File: config.mk
export PLATFORM = sky130hd
export DESIGN_NAME = host_wb_master
export DESIGN_NICKNAME = d
export VERILOG_FILES = /design/src/rtl/host_wb_master_pkg.sv /design/src/rtl/host_wb_master.sv
export SDC_FILE = /design/constraint.sdc
export NUM_CORES = 1
export LEC_CHECK = 0
export CORE_MARGIN = 10
export CORE_UTILIZATION = 47
export DETAILED_ROUTE_END_ITERATION = 6
export PLACE_DENSITY = 0.75
export SYNTH_ARGS = -nofsm -noshare
export SYNTH_HDL_FRONTEND = slang
export SYNTH_SLANG_ARGS = --single-unit
export TNS_END_PERCENT = 10
File: constraint.sdc
create_clock -name clk_i -period 5.1 [get_ports clk_i]
set_input_delay 1.02 -clock clk_i [delete_from_list [all_inputs] [get_ports clk_i]]
set_output_delay 1.02 -clock clk_i [all_outputs]
set_load 0.02 [all_outputs]
File: src/rtl/host_wb_master_pkg.sv
// host_wb_master shared constants
// register map, CTRL/STATUS bit positions, FSM encoding
package host_wb_master_pkg;

  localparam int REG_CTRL  = 0;
  localparam int REG_ADDR  = 1;
  localparam int REG_WDATA = 2;
  localparam int REG_RDATA = 3;
  localparam int REG_TMO   = 4;

  localparam int CTRL_START = 0;
  localparam int CTRL_WE    = 1;
  localparam int CTRL_ABORT = 2;
  localparam int CTRL_SEL   = 16;

  localparam int ST_BUSY = 0;
  localparam int ST_DONE = 1;
  localparam int ST_ERR  = 2;
  localparam int ST_TO   = 3;
  localparam int ST_WE   = 4;

  typedef enum logic {
    S_IDLE   = 1'b0,
    S_ACTIVE = 1'b1
  } state_e;

endpackage

File: src/rtl/host_wb_master.sv
// host_wb_master: host register file driving
// single Wishbone classic cycles
module host_wb_master
  import host_wb_master_pkg::*;
#(
  parameter int ADDR_WIDTH      = 4,
  parameter int DATA_WIDTH      = 32,
  parameter int TIMEOUT_DEFAULT = 255
) (
  input  logic                    clk_i,
  input  logic                    rstn_i,
  input  logic                    wren_i,
  input  logic                    rden_i,
  input  logic [ADDR_WIDTH-1:0]   addr_i,
  input  logic [DATA_WIDTH-1:0]   data_i,
  output logic [DATA_WIDTH-1:0]   data_o,
  output logic                    ack_o,
  output logic                    wb_cyc_o,
  output logic                    wb_stb_o,
  output logic                    wb_we_o,
  output logic [DATA_WIDTH-1:0]   wb_adr_o,
  output logic [DATA_WIDTH-1:0]   wb_dat_o,
  output logic [DATA_WIDTH/8-1:0] wb_sel_o,
  input  logic [DATA_WIDTH-1:0]   wb_dat_i,
  input  logic                    wb_ack_i,
  input  logic                    wb_err_i
);

  localparam int SW = DATA_WIDTH / 8;

  state_e                state_q, state_d;
  logic [DATA_WIDTH-1:0] addr_q, addr_d;
  logic [DATA_WIDTH-1:0] wdata_q, wdata_d;
  logic [DATA_WIDTH-1:0] rdata_q, rdata_d;
  logic [DATA_WIDTH-1:0] dout_q, dout_d;
  logic [15:0]           tmo_q, tmo_d;
  logic [15:0]           cnt_q, cnt_d;
  logic [SW-1:0]         sel_q, sel_d;
  logic                  we_q, we_d;
  logic                  done_q, done_d;
  logic                  err_q, err_d;
  logic                  to_q, to_d;
  logic                  ack_q;
  logic                  busy;
  logic                  wr_ctrl;
  logic [DATA_WIDTH-1:0] status;
  logic [DATA_WIDTH-1:0] rd_val;

  assign busy    = (state_q == S_ACTIVE);
  assign wr_ctrl = wren_i &&
                   (addr_i == ADDR_WIDTH'(REG_CTRL));

  assign wb_cyc_o = busy;
  assign wb_stb_o = busy;
  assign wb_we_o  = busy & we_q;
  assign wb_adr_o = busy ? addr_q : '0;
  assign wb_dat_o = busy ? wdata_q : '0;
  assign wb_sel_o = busy ? sel_q : '0;
  assign data_o   = dout_q;
  assign ack_o    = ack_q;

  // host read mux, sampled before any same-cycle write
  always_comb begin
    status = '0;
    status[ST_BUSY] = busy;
    status[ST_DONE] = done_q;
    status[ST_ERR]  = err_q;
    status[ST_TO]   = to_q;
    status[ST_WE]   = we_q;
    status[CTRL_SEL +: SW] = sel_q;
    rd_val = '1;
    case (addr_i)
      ADDR_WIDTH'(REG_CTRL):  rd_val = status;
      ADDR_WIDTH'(REG_ADDR):  rd_val = addr_q;
      ADDR_WIDTH'(REG_WDATA): rd_val = wdata_q;
      ADDR_WIDTH'(REG_RDATA): rd_val = rdata_q;
      ADDR_WIDTH'(REG_TMO): begin
        rd_val = '0;
        rd_val[15:0] = tmo_q;
      end
      default: rd_val = '1;
    endcase
    dout_d = rden_i ? rd_val : '0;
  end

  // register writes and bus FSM next state
  always_comb begin
    state_d = state_q;
    addr_d  = addr_q;
    wdata_d = wdata_q;
    rdata_d = rdata_q;
    tmo_d   = tmo_q;
    cnt_d   = cnt_q;
    sel_d   = sel_q;
    we_d    = we_q;
    done_d  = done_q;
    err_d   = err_q;
    to_d    = to_q;
    if (wren_i && !busy) begin
      if (addr_i == ADDR_WIDTH'(REG_ADDR))
        addr_d = data_i;
      if (addr_i == ADDR_WIDTH'(REG_WDATA))
        wdata_d = data_i;
      if (addr_i == ADDR_WIDTH'(REG_TMO))
        tmo_d = data_i[15:0];
    end
    case (state_q)
      S_IDLE: begin
        if (wr_ctrl && data_i[CTRL_START]) begin
          we_d    = data_i[CTRL_WE];
          sel_d   = data_i[CTRL_SEL +: SW];
          done_d  = 1'b0;
          err_d   = 1'b0;
          to_d    = 1'b0;
          cnt_d   = '0;
          state_d = S_ACTIVE;
        end
      end
      S_ACTIVE: begin
        if (wr_ctrl && data_i[CTRL_ABORT]) begin
          done_d  = 1'b1;
          err_d   = 1'b1;
          state_d = S_IDLE;
        end else if (wb_err_i) begin
          done_d  = 1'b1;
          err_d   = 1'b1;
          state_d = S_IDLE;
        end else if (wb_ack_i) begin
          done_d  = 1'b1;
          if (!we_q)
            rdata_d = wb_dat_i;
          state_d = S_IDLE;
        end else begin
          cnt_d = cnt_q + 16'd1;
          if (tmo_q != '0 && cnt_d == tmo_q) begin
            done_d  = 1'b1;
            to_d    = 1'b1;
            state_d = S_IDLE;
          end
        end
      end
      default: state_d = S_IDLE;
    endcase
  end

  // state and register file update with sync reset
  always_ff @(posedge clk_i) begin
    if (!rstn_i) begin
      state_q <= S_IDLE;
      addr_q  <= '0;
      wdata_q <= '0;
      rdata_q <= '0;
      dout_q  <= '0;
      tmo_q   <= 16'(TIMEOUT_DEFAULT);
      cnt_q   <= '0;
      sel_q   <= '0;
      we_q    <= 1'b0;
      done_q  <= 1'b0;
      err_q   <= 1'b0;
      to_q    <= 1'b0;
    end else begin
      state_q <= state_d;
      addr_q  <= addr_d;
      wdata_q <= wdata_d;
      rdata_q <= rdata_d;
      dout_q  <= dout_d;
      tmo_q   <= tmo_d;
      cnt_q   <= cnt_d;
      sel_q   <= sel_d;
      we_q    <= we_d;
      done_q  <= done_d;
      err_q   <= err_d;
      to_q    <= to_d;
    end
  end

  // host acknowledge tracks every access, even in reset
  always_ff @(posedge clk_i) begin
    ack_q <= rden_i | wren_i;
  end

endmodule

### Word level (Yosys, flattened, before mapping)

Index checks and enable logic that the tools add are counted.

| storage, ports and cells | value |
|---|---|
| bits in registers | 170 |
| input bits | 74 |

| operators by class | value |
|---|---|
| add/subtract/negate cells | 1 |
| eq/ne operators | 12 |
| multiplexer cells | 28 |
| bitwise gates (word level) | 6 |
| reduce and logical (&&, ||, !) cells | 18 |

Operators by type and width:

| kind | number |
|---|---|
| 32-bit one-hot mux with 5 select lines | 1 |
| 16-bit 2-to-1 mux | 4 |
| 32-bit 2-to-1 mux | 2 |
| 16-bit one-hot mux with 2 select lines | 1 |
| 16-bit by 1-bit adder with 16-bit output, second input constant | 1 |
| 16-bit == test | 1 |
| 16-bit nonzero test | 1 |
| 1-bit 2-to-1 mux | 15 |
| 2-bit AND reduction | 7 |
| 5-bit AND reduction | 2 |
| 4-bit by 2-bit == test with 1-bit output, second input constant | 2 |
| 2-bit != test, second input constant | 4 |
| 1-bit one-hot mux with 2 select lines | 4 |
| 1-bit logical AND | 5 |
| 5-bit by 3-bit != test with 1-bit output, second input constant | 1 |
| 4-bit by 1-bit == test with 1-bit output, second input constant | 1 |
| 4-bit by 3-bit == test with 1-bit output, second input constant | 1 |
| 4-bit logical NOT | 1 |
| 4-bit 2-to-1 mux | 1 |
| 1-bit inverter | 4 |
| 4-bit AND reduction | 1 |
| 3-bit by 2-bit != test with 1-bit output, second input constant | 1 |
| 2-bit by 1-bit != test with 1-bit output, second input constant | 1 |
| 1-bit bitwise AND | 1 |
| 2 further kinds | 2 |

### Logic depth before layout (Yosys ltp)

| depth | value |
|---|---|
| depth after elaboration | 8 |
| mapped depth | 9 |

### Worst setup path before layout

OpenSTA, ideal clock, no wires.

| timing path | value |
|---|---|
| path kind | input-to-reg |
| from | input addr_i[0] |
| to | register cnt_q[12] |
| setup time | 0.117 ns |
| arrival | 2.434 ns |
| setup slack | 2.549 ns |
| stages | 8 |
| cells stage by stage | buf_2 -> nor4bb_1 -> a2111o_1 -> and2_1 -> buf_2 -> buf_2 -> o21ai_0 -> a32o_1 |

| on the way | value |
|---|---|
| word-level cells in the longest chain between the ends | 5 |
| elaborated cells on any way between the ends | 7 |
| classes of those cells | 2 x eq/ne; 5 x reduce/logical |

RTL lines:

| element | line | source |
|---|---|---|
| start, declared | host_wb_master.sv:14 | `input logic [ADDR_WIDTH-1:0] addr_i,` |
| 4-bit logical NOT (*) | host_wb_master.sv:51 | `(addr_i == ADDR_WIDTH'(REG_CTRL));` |
| 1-bit logical AND (*) | host_wb_master.sv:50 | `assign wr_ctrl = wren_i &&` |
| 1-bit logical AND, on equally long branches | host_wb_master.sv:109, host_wb_master.sv:120 |  |
| 2-bit != test (no line) | - |  |
| 4-bit AND reduction (no line) (*) | - |  |
| end signal, assigned | host_wb_master.sv:168 | `cnt_q <= cnt_d;` |
| end, declared | host_wb_master.sv:37 | `logic [15:0] cnt_q, cnt_d;` |

Mark *: on every way between the ends. The rest lies on a longest branch, timed or not.
A chain may end at the register's enable or synchronous reset.

### Final worst setup path

| timing path | value |
|---|---|
| from | register state_q, in the netlist wb_cyc_o |
| to | output wb_dat_o[2] |

| on the way | value |
|---|---|
| word-level cells in the longest chain between the ends | 1 |

RTL lines:

| element | line | source |
|---|---|---|
| start, declared | host_wb_master.sv:31 | `state_e state_q, state_d;` |
| start signal, assigned | host_wb_master.sv:162 | `state_q <= state_d;` |
| 32-bit 2-to-1 mux | host_wb_master.sv:57 | `assign wb_dat_o = busy ? wdata_q : '0;` |
| end, declared | host_wb_master.sv:22 | `output logic [DATA_WIDTH-1:0] wb_dat_o,` |

Every way passes these cells.

==> impl_metrics.tcl <==
set metrics [dict create \
    die_y_um 152.4 \
    cts-resized-gates 0 \
    powerDensity_nw_per_um2 274.1 \
    seq_area_um2 3405 \
    post-cts-setup-buffer-count 0 \
    syn_area_um2 8235 \
    slowest_stage "dfxtp_2" \
    holdCritPathClass "reg -> reg" \
    synth_top_area_share 0.4132 \
    cp.arrival_ns 2.58 \
    drc 0 \
    switchingPower_uw 702.8 \
    synth_fp_nets 1127 \
    synth_common_cells "247 x nand2_1, 170 x dfxtp_1, 105 x a21boi_0" \
    internal-power_mw 2.211 \
    hold_violations 0 \
    layout_min_cycle_time_ns 3.597 \
    vias 7705 \
    io_pins 178 \
    start_util 0.4778 \
    slowest_delay_ns 0.84 \
    portBuffers 177 \
    slew_violations 0 \
    cp_max_fo 47 \
    cts-root-buf "clkbuf_16" \
    p_comb_frac 0.089 \
    setup_viol 0 \
    seq_area_frac_synth 0.4132 \
    max_cap_viol_count 0 \
    avgRoutedWirePerCell_um 18.54 \
    cp.required_ns 4.08 \
    pwr-share-clk 0.443 \
    p_leak_nw 3.733 \
    fin_skew_ns 0.005845 \
    ys_ff_latch 170 \
    dieArea_um2 23220 \
    crit_path_end_kind "output port" \
    yosysWarnings 0 \
    switching_share 0.2412 \
    drive_above_1_share 0.06140 \
    yosysMostFrequentCell "nand2_1" \
    fin_nets 1251 \
    hold_path_depth 2 \
    synth.avg_cell_area_um2 7.828 \
    grt_pass1_vias 7397 \
    hold_buffers 0 \
    fin_util 0.6167 \
    synth_cells 1052 \
    fill_cells 1514 \
    grt_first_pass_wirelength_mm 41.61 \
    post_synth_num_cell_types 50 \
    firstDrtPassIters 7 \
    status "finished, final reports clean" \
    overflow 0 \
    rows 48 \
    dp_hpwl_mm 18.74 \
    cts-buffers-inserted 17 \
    hold_start "rdata_q[6]$_SDFFE_PN0P_" \
    relSlewSlack 0.4374 \
    async_flop_share 0 \
    core_um2 17240 \
    grt_max_degree 84 \
    gp_congestion 0.9286 \
    ff2ff_setup_slack_ns 2.12 \
    dpl_cell_area_um2 10040 \
    crit_chain "buf_4, inv_2, nor2_1, clkdlybuf4s50_1" \
    synth-main-ff-cell "dfxtp_1" \
    fin_area_um2 10630 \
    synth_enable_flop_cells 0 \
    cts-htree-levels 4 \
    post-route-period-util 0.7054 \
    tritoncts "built" \
    synth_largest_area_cell "dfxtp_1" \
    clock-sinks 170 \
    antenna_found_initial 0 \
    rsz0062_at_grt "no" \
    hold_slack_ns 0.4643 \
    fmax_mhz 278.0 \
    cts_buffer_depth 2 \
    rr_worst_depth 7 \
    rr_startpoint "wb_cyc_o$_SDFF_PN0_" \
    clkTransAtPathRegs_ns 0.07 \
    worstHoldEndpoint "rdata_q[6]$_SDFFE_PN0P_" \
    worstSetupPathType "reg -> out" \
    grt_usage 0.2183 \
    viasPerCell 5.449 \
    syn_to_final_growth_pct 29.08 \
    r2r_end "cnt_q[10]$_SDFFE_PN0P_" \
    routed_wl_mm 26.21 \
    drt_iter0_markers 735 \
    start_kind "flop" \
    seq_power_share 0.468 \
    ant_nets 0 \
    synthTopCellsByArea "dfxtp_1 41%, nand2_1 11%, a21boi_0 9.6%" \
    clk_latency_ns 0.43 \
    fp.dieW_um 152.4 \
    antenna_cells 0 \
    ir_worst_vdd_mv 0.2780 \
    multi_input_area_um2 4432 \
    setup-tns-final_ns 0 \
    worst_pin_slew_ns 0.8439 \
]
layout make-up:
type	count	share of cell area
Multi-Input combinational cell	782	0.4169
Sequential cell	170	0.3203
Timing Repair Buffer	193	0.1768
Clock buffer	19	0.04167
Tap cell	225	0.02648
Clock inverter	13	0.01365
Inverter	12	0.004237
worst max-delay path by stage:
stage	slack (ns)	endpoint	start
floorplan	2.55	cnt_q[12]$_SDFFE_PN0P_	addr_i[0]
global placement	1.55	cnt_q[10]$_SDFFE_PN0P_	addr_i[1]
detailed placement	1.51	cnt_q[10]$_SDFFE_PN0P_	addr_i[1]
CTS	1.49	wb_dat_o[2]	wb_cyc_o$_SDFF_PN0_
global route	1.38	wb_dat_o[0]	wb_cyc_o$_SDFF_PN0_
finish	1.50	wb_dat_o[2]	wb_cyc_o$_SDFF_PN0_
power groups by stage:
stage               clock, mW  combinational [mW]  sequential (mW)
global route             1.36               0.278             1.37
CTS                      1.31               0.257             1.36
global placement            0               0.256             1.39
finish                   1.29               0.259             1.37
floorplan                   0               0.108             1.41
detailed placement          0               0.256             1.39
registers in the layout, summed over array words and instances, names as in the netlist, 4 cells and up:
register,flops
rdata_q,32
wdata_q,32
data_o,32
tmo_q,16
sel_q,4
cnt_q,16
addr_q,32
metrics by stage:
step           power, mW  instances  setup WS [ns]
2_1_floorplan      1.517       1052          2.549
4_1_cts            2.929       1414          1.488
3_5_place_dp       1.651       1382          1.514
6_report           2.914       1414          1.503
5_1_grt            3.005       1414          1.381
3_3_place_gp       1.650       1382          1.554
layer usage:
| layer | share of wire | routed length, µm | track usage |
|---|---|---|---|
| met1 | 0.45 | 11750 | 0.2938 |
| met2 | 0.45 | 11860 | 0.3381 |
| met3 | 0.080 | 2103 | 0.05560 |
| met4 | 0.019 | 501 | 0.05961 |
| met5 | 0 | 0 | 0 |
cell usage in the layout, fill, tap and decap left out, types with 3 or more instances in the layout:
cell type | synthesis | layout
clkinvlp_4 | 0 | 3
o21ai_0 | 26 | 26
o22a_1 | 4 | 4
a32o_1 | 7 | 7
nand2b_1 | 14 | 14
nor2_1 | 68 | 68
or2_2 | 3 | 3
xnor2_1 | 14 | 14
mux4_2 | 5 | 5
clkdlybuf4s50_1 | 0 | 174
nand2_1 | 247 | 247
clkinv_4 | 0 | 4
a21boi_0 | 105 | 105
mux2i_1 | 20 | 20
and2_1 | 67 | 67
nor2b_1 | 13 | 13
inv_1 | 10 | 10
nand3_1 | 28 | 28
clkbuf_16 | 0 | 17
buf_4 | 1 | 17
o22ai_1 | 5 | 5
nor3_1 | 8 | 8
dfxtp_1 | 170 | 169
nand4_1 | 8 | 8
xor2_1 | 8 | 8
a21oi_1 | 96 | 96
mux2_2 | 4 | 4
nor4_1 | 5 | 5
cell families (layout without fill, tap and decap cells):
logic type | count (synthesis) | count (layout) | share of synthesized area
AO/OA/AOI/OAI | 251 | 251 | 0.1958
XOR/XNOR | 23 | 23 | 0.02628
adder cells (fa/ha/maj) | 1 | 1 | 0.001519
buffers and inverters | 100 | 237 | 0.04862
flip-flops | 170 | 170 | 0.4132
multiplexers | 29 | 29 | 0.04345
AND/OR/NAND/NOR | 478 | 478 | 0.2710
critical path, delay by kind of cell (launching register included):
kind / cells / cell delay, ns
buffers and inverters: 3 / 1.15
flip-flops: 1 / 0.84
AND/OR/NAND/NOR: 1 / 0.15
Power figures use the tool's default switching activity.
